File: src/rtl/muxn_lanes.sv
// N-lane to 1 byte-interleaving multiplexer: per-lane FIFOs drained round-robin (strict slot or work-conserving).
// Define MUXN_OVF_EN to add the sticky per-lane overflow output for bytes dropped at a full FIFO.
module muxn_lanes #(
    parameter int LANES      = 4,
    parameter int WIDTH      = 8,
    parameter int DEPTH      = 4,
    parameter int SKIP_EMPTY = 0
) (
    input  logic                       clk_4f,
    input  logic                       reset,
    input  logic [LANES-1:0]           validEntrada,
    input  logic [LANES*WIDTH-1:0]     Entrada,
    output logic [LANES-1:0]           ready,
    output logic [WIDTH-1:0]           Salida,
    output logic                       validsalida,
    output logic [$clog2(LANES)-1:0]   lane_sel
`ifdef MUXN_OVF_EN
    ,
    output logic [LANES-1:0]           overflow
`endif
);

    localparam int SW = $clog2(LANES);
    localparam int AW = $clog2(DEPTH);
    localparam int CW = $clog2(DEPTH + 1);

    logic [LANES-1:0]            nonempty;
    logic [LANES-1:0]            pop;
    logic [LANES-1:0][WIDTH-1:0] head;
    logic [SW-1:0]               ptr_reg;
    logic [SW-1:0]               pick;
    logic                        found;

    generate
        for (genvar gi = 0; gi < LANES; gi++) begin : g_lane
            logic [WIDTH-1:0] mem [DEPTH];
            logic [AW-1:0]    wr_ptr_reg;
            logic [AW-1:0]    rd_ptr_reg;
            logic [CW-1:0]    count_reg;
            logic             push;

            // ready comes only from the registered count, so a full lane stays blocked even while it pops
            assign ready[gi]    = reset && (count_reg != CW'(DEPTH));
            assign push         = validEntrada[gi] && ready[gi];
            assign nonempty[gi] = (count_reg != '0);
            assign head[gi]     = mem[rd_ptr_reg];

            always_ff @(posedge clk_4f) begin
                if (push) begin
                    mem[wr_ptr_reg] <= Entrada[gi*WIDTH +: WIDTH];
                end
            end

            always_ff @(posedge clk_4f or negedge reset) begin
                if (!reset) begin
                    wr_ptr_reg <= '0;
                    rd_ptr_reg <= '0;
                    count_reg  <= '0;
                end else begin
                    if (push) begin
                        wr_ptr_reg <= wr_ptr_reg + AW'(1);
                    end
                    if (pop[gi]) begin
                        rd_ptr_reg <= rd_ptr_reg + AW'(1);
                    end
                    if (push && !pop[gi]) begin
                        count_reg <= count_reg + CW'(1);
                    end else if (!push && pop[gi]) begin
                        count_reg <= count_reg - CW'(1);
                    end
                end
            end
        end
    endgenerate

    always_comb begin
        found = 1'b0;
        pick  = ptr_reg;
        pop   = '0;
        if (SKIP_EMPTY == 0) begin
            found = nonempty[ptr_reg];
        end else begin
            // Scan downwards so the lane closest to ptr wins
            for (int j = LANES - 1; j >= 0; j--) begin
                if (nonempty[ptr_reg + SW'(j)]) begin
                    found = 1'b1;
                    pick  = ptr_reg + SW'(j);
                end
            end
        end
        if (found) begin
            pop[pick] = 1'b1;
        end
    end

    always_ff @(posedge clk_4f or negedge reset) begin
        if (!reset) begin
            ptr_reg     <= '0;
            lane_sel    <= '0;
            Salida      <= '0;
            validsalida <= 1'b0;
        end else begin
            validsalida <= found;
            Salida      <= found ? head[pick] : '0;
            if (SKIP_EMPTY == 0) begin
                lane_sel <= ptr_reg;
                ptr_reg  <= ptr_reg + SW'(1);
            end else if (found) begin
                lane_sel <= pick;
                ptr_reg  <= pick + SW'(1);
            end
        end
    end

`ifdef MUXN_OVF_EN
    always_ff @(posedge clk_4f or negedge reset) begin
        if (!reset) begin
            overflow <= '0;
        end else begin
            overflow <= overflow | (validEntrada & ~ready);
        end
    end
`endif

endmodule
File: config.mk
export PLATFORM = sky130hd
export DESIGN_NAME = muxn_lanes
export DESIGN_NICKNAME = d
export VERILOG_FILES = /design/src/rtl/muxn_lanes.sv
export SDC_FILE = /design/constraint.sdc
export NUM_CORES = 1
export LEC_CHECK = 0
export CORE_ASPECT_RATIO = 1.75
export CORE_UTILIZATION = 39
export CTS_CLUSTER_DIAMETER = 40
export DETAILED_ROUTE_END_ITERATION = 7
export GPL_ROUTABILITY_DRIVEN = 0
export PLACE_DENSITY_LB_ADDON = 0.2
export SLEW_MARGIN = 20
export SYNTH_ARGS = -nofsm -noshare
export SYNTH_HDL_FRONTEND = slang
export SYNTH_SLANG_ARGS = --single-unit
File: constraint.sdc
create_clock -name clk_4f -period 6.45 [get_ports clk_4f]
set_input_delay 1.935 -clock clk_4f [delete_from_list [all_inputs] [get_ports clk_4f]]
set_output_delay 1.935 -clock clk_4f [all_outputs]
set_load 0.05 [all_outputs]
==> qor.csv, run 1 <==
metric,value,unit
path_class,input port to output pin,
postPlaceCellArea,7739,um^2
synth_cell_types,35,
crit_required,4.51,ns
slew_headroom,0.3834,
cts_htree_levels,4,
synth_edf_count,128,
rows,64,
final_common_cell,edfxtp_1,
die_w,103.3,um
cts_hold_buf,0,
port_buffers,52,
clkTransAtPathRegs,0.06,ns
post_cts_resized,0,
reg2reg_slack,3.64,ns
worstMarginPinSlew,0.9249,ns
die-area,18500,um^2
r2r_cells,10,
p_leak,3.097,nW
seq_area_frac_synth,0.6959,
antenna_found_initial,0,
vias_per_cell,4.996,
clkSinkCount,169,
power_density,425.0,nW/um^2
synth_area,6998,um^2
post-route-util,0.4744,
wirelength,13390,um
clockBufferDepth,2,
numCtsBuffers,17,
ys_ff_latch,169,
syn_nets,482,
grt_pass1_wl,20840,um
clk_latency,0.41,ns
grt_overflow_total,0,
first_iter_violations,128,
max-vdd-ir-drop,194.0,uV
post_cts_buffers,0,
antennaDiodeCount,0,
fmax,0.1807,GHz
hold_class,register to register,
first_pass_iters,4,
maxCapViolCount,0,
ys.flop_type,edfxtp_1,
post-route-period-util,0.8581,
end_kind,output pin,
routedWlPerCell,18.68,um
clockRootBuffer,clkbuf_16,
whs_path_depth,1,
ys.warnings.count,0,
drive_above_1_share,0.1235,
slew_viol_final,0,
setup-tns-final,0,ns
vias,3582,
cts_tree,built,
final_period_minus_worst_setup_slack,5.535,ns
avgSynthCellArea,16.82,um^2
layout_common_cells,"edfxtp_1, clkdlybuf4s50_1, mux2i_1",
finalSetupViolCount,0,
synthArstFlopShare,0.2426,
cp_max_fo,9,
globalRouteTotalUtil,0.1599,
startpoint_type,input port,
rsz0062_at_grt,false,
yosysTopAreaCell,edfxtp_1,
skew,0.006836,ns
hpwlAfterDp,9657,um
grt_max_degree,32,
yosysTopAreaCellShare,0.5493,
area_growth,18.88,%
core_area,17540,um^2
route.detailed.drc,0,
hold_viol_final,0,
netlist_instances,416,
critical_path_arrival,3.60,ns
largest_reg_flops,128,
io_pins,53,
floorplan.initialDensity,0.3990,
antenna_left,0,
design_area,8319,um^2
grt_pass1_vias,3910,
fin_nets,540,
fp.dieH,179.2,um
status,finished clean,
synthTopCellsByArea,"edfxtp_1, dfrtp_1, mux2i_1",
## metrics by stage
stage / cells / power (W) / hold WS [ns] / setup WS (ns)
2_1_floorplan: 416 / 0.002265 / 0.4201 / 1.251
3_3_place_gp: 686 / 0.002543 / 0.5062 / 0.9257
3_5_place_dp: 686 / 0.002589 / 0.5090 / 0.8763
4_1_cts: 717 / 0.003583 / 0.5210 / 0.8616
5_1_grt: 717 / 0.003729 / 0.5429 / 0.7673
6_report: 717 / 0.003536 / 0.5179 / 0.9154
## final cells by class
class | count | area (um^2)
fillers | 1497 | 9218
clock inverters | 13 | 151.4
flip-flops and latches | 169 | 4870
well taps | 231 | 289.0
inverters | 14 | 52.55
clock buffers | 18 | 429.2
repair buffers | 55 | 538.0
multi-input cells | 217 | 1989
## where the power goes
| group | total, W | leakage [nW] | internal [W] | switching, W |
|---|---|---|---|---|
| Clock | 0.000995 | 0.277 | 0.000603 | 0.000392 |
| Combinational | 0.000922 | 1.17 | 0.000425 | 0.000496 |
| Sequential | 0.00162 | 1.65 | 0.00139 | 0.000233 |
## logic make-up after synthesis
kind of cell / count (synthesis) / share of synthesized area
fa+ha+maj: 28 / 0.05435
simple gates: 47 / 0.04291
flops: 169 / 0.6959
buf+inv: 30 / 0.01985
mux: 64 / 0.1073
xor+xnor: 24 / 0.03004
compound gates: 54 / 0.04971
## synth_stat cells (3+ instances only)
master    number
nor2_1         8
and2_0         3
ha_1          24
fa_1           4
buf_2          6
mux4_2         8
o22ai_1       24
buf_1          6
buf_4          3
a21oi_1        8
xnor2_1       16
inv_1         14
nand3_1        4
mux2_2         8
nand2b_1       3
xor2_1         8
or2_2          3
nand2_2        4
dfrtp_1       41
and3_1        16
o21ai_0       16
edfxtp_1     128
mux2i_1       48
## worst max-delay path: stages
cell and delay [ns]:
buf_2 0.20, buf_4 0.21, a21boi_1 0.37, clkdlybuf4s50_1 0.88
## metal layers
metal / part of all wire / GRT usage
met1: 0.38 / 0.1733
met2: 0.57 / 0.2925
met3: 0.023 / 0.03080
met4: 0.030 / 0.07570
met5: 0 / 0
## worst paths after layout
check                                   startpoint                       to
max in group asynchronous                    reset   g_lane[0].count_reg[0]
max reg2reg                                pick[1]   g_lane[3].count_reg[2]
max                                          reset                 ready[1]
min in group asynchronous                    reset  g_lane[3].wr_ptr_reg[1]
min                        g_lane[1].rd_ptr_reg[0]  g_lane[1].rd_ptr_reg[0]
min reg2reg                g_lane[1].rd_ptr_reg[0]  g_lane[1].rd_ptr_reg[0]
No activity file was read; power rests on OpenSTA's default activity.
==> run 2: changes to the inputs <==
clock period = 5.95 ns   (was 6.45 ns; I/O delays follow)
==> qor.csv, run 2 (synthesis results as in run 1) <==
metric,value,unit
largest_reg_flops,128,
antenna_found_initial,0,
area_growth,18.95,%
rows,64,
power_frac_seq,0.458,
p_int,0.002583,W
worstMarginPinSlew,0.9120,ns
maxCapViolCount,0,
max-vdd-ir-drop,192.4,uV
rsz0062_at_grt,false,
setup-tns-final,0,ns
p_leak,3.099,nW
fin_nets,541,
dp.cells,687,
slew_viol_final,0,
skew,0.01127,ns
vias,3567,
port_buffers,52,
die_w,103.3,um
multi_input_area,1989,um^2
status,finished clean,
post-route-period-util,0.8788,
startpoint_type,input port,
post_cts_buffers,0,
globalRouteTotalUtil,0.1582,
p_switching,0.001245,W
fin_cells,719,
io_pins,53,
regArea,4870,um^2
clk_latency,0.42,ns
critical_path_arrival,3.44,ns
antenna_left,0,
grt_pass1_vias,3792,
drive_above_1_share,0.1332,
die-area,18500,um^2
first_iter_violations,99,
grt_pass1_wl,20670,um
clkPwrFrac,0.280,
final_period_minus_worst_setup_slack,5.229,ns
cts_htree_levels,4,
fp.dieH,179.2,um
whs_path_depth,1,
switching_share,0.3253,
clkTransAtPathRegs,0.06,ns
antennaDiodeCount,0,
fmax,0.1912,GHz
r2r_cells,10,
power_density,459.9,nW/um^2
core_area,17540,um^2
cp_max_fo,6,
clockRootBuffer,clkbuf_16,
clockBufferDepth,2,
layout_common_cells,"edfxtp_1, clkdlybuf4s50_1, mux2i_1",
finalSetupViolCount,0,
cts_hold_buf,0,
clkSinkCount,169,
first_pass_iters,4,
slew_headroom,0.3920,
numCtsBuffers,17,
hpwlAfterDp,9614,um
grt_overflow_total,0,
wirelength,13380,um
end_kind,output pin,
route.detailed.drc,0,
floorplan.initialDensity,0.3990,
hold_viol_final,0,
cts_tree,built,
crit_required,4.16,ns
hold_class,register to register,
pwr-share-comb,0.262,
path_class,input port to output pin,
final_common_cell,edfxtp_1,
post_cts_resized,0,
routedWlPerCell,18.61,um
vias_per_cell,4.961,
nFillCells,1506,
grt_max_degree,25,
-- run 2: worst max-delay path, cell delays in order --
cell             delay, ns
buf_2                 0.21
a21boi_0              0.53
clkdlybuf4s50_1       0.91
-- run 2: path summary, 6_finish.rpt --
check	start	to	slack (ns)
max reg2reg	pick[1]	g_lane[0].count_reg[2]	3.14
min	g_lane[2].rd_ptr_reg[0]	g_lane[2].rd_ptr_reg[0]	0.51
min in group asynchronous	reset	g_lane[3].count_reg[1]	1.45
max	reset	ready[2]	0.72
min reg2reg	g_lane[2].rd_ptr_reg[0]	g_lane[2].rd_ptr_reg[0]	0.51
max in group asynchronous	reset	g_lane[2].rd_ptr_reg[1]	4.16
-- run 2: layout make-up --
type,count,share of cell area
flip-flops and latches,169,0.5850
clock buffers,18,0.05156
clock inverters,14,0.01789
repair buffers,56,0.06553
well taps,231,0.03472
inverters,14,0.006313
multi-input cells,217,0.2390
-- run 2: metrics by stage --
step	setup slack (ns)	util	total power, W	instance area [um^2]	hold WS [ns]
global placement	0.7321	0.4417	0.002760	7746	0.5021
finish	0.7210	0.4747	0.003828	8324	0.5117
CTS	0.7250	0.4747	0.003876	8324	0.5126
floorplan	1.051	-	0.002456	6998	0.4201
detailed placement	0.7250	0.4417	0.002804	7746	0.5045
global route	0.6157	0.4747	0.004026	8324	0.5372
-- run 2: power by group through the flow --
stage          Clock [W]  Sequential, W  Combinational (W)
2_1_floorplan          0        0.00174           0.000719
3_3_place_gp           0        0.00177           0.000987
3_5_place_dp           0        0.00178            0.00102
4_1_cts          0.00109        0.00176            0.00102
5_1_grt          0.00114        0.00179            0.00109
6_report         0.00107        0.00175            0.00100
-- run 2: routing by layer --
layer / GRT usage / part of all wire / vias to the layer above
met5: 0 / 0 / -
met4: 0.07629 / 0.024 / 0
met3: 0.02339 / 0.030 / 19
met2: 0.2858 / 0.56 / 64
met1: 0.1790 / 0.38 / 1793
li1: - / - / 1691
==> run 3: changes to the inputs <==
CTS_CLUSTER_DIAMETER = unset   (was 40)
==> results of run 3 <==
Final layout, timing and power as in run 2 (identical DEF).
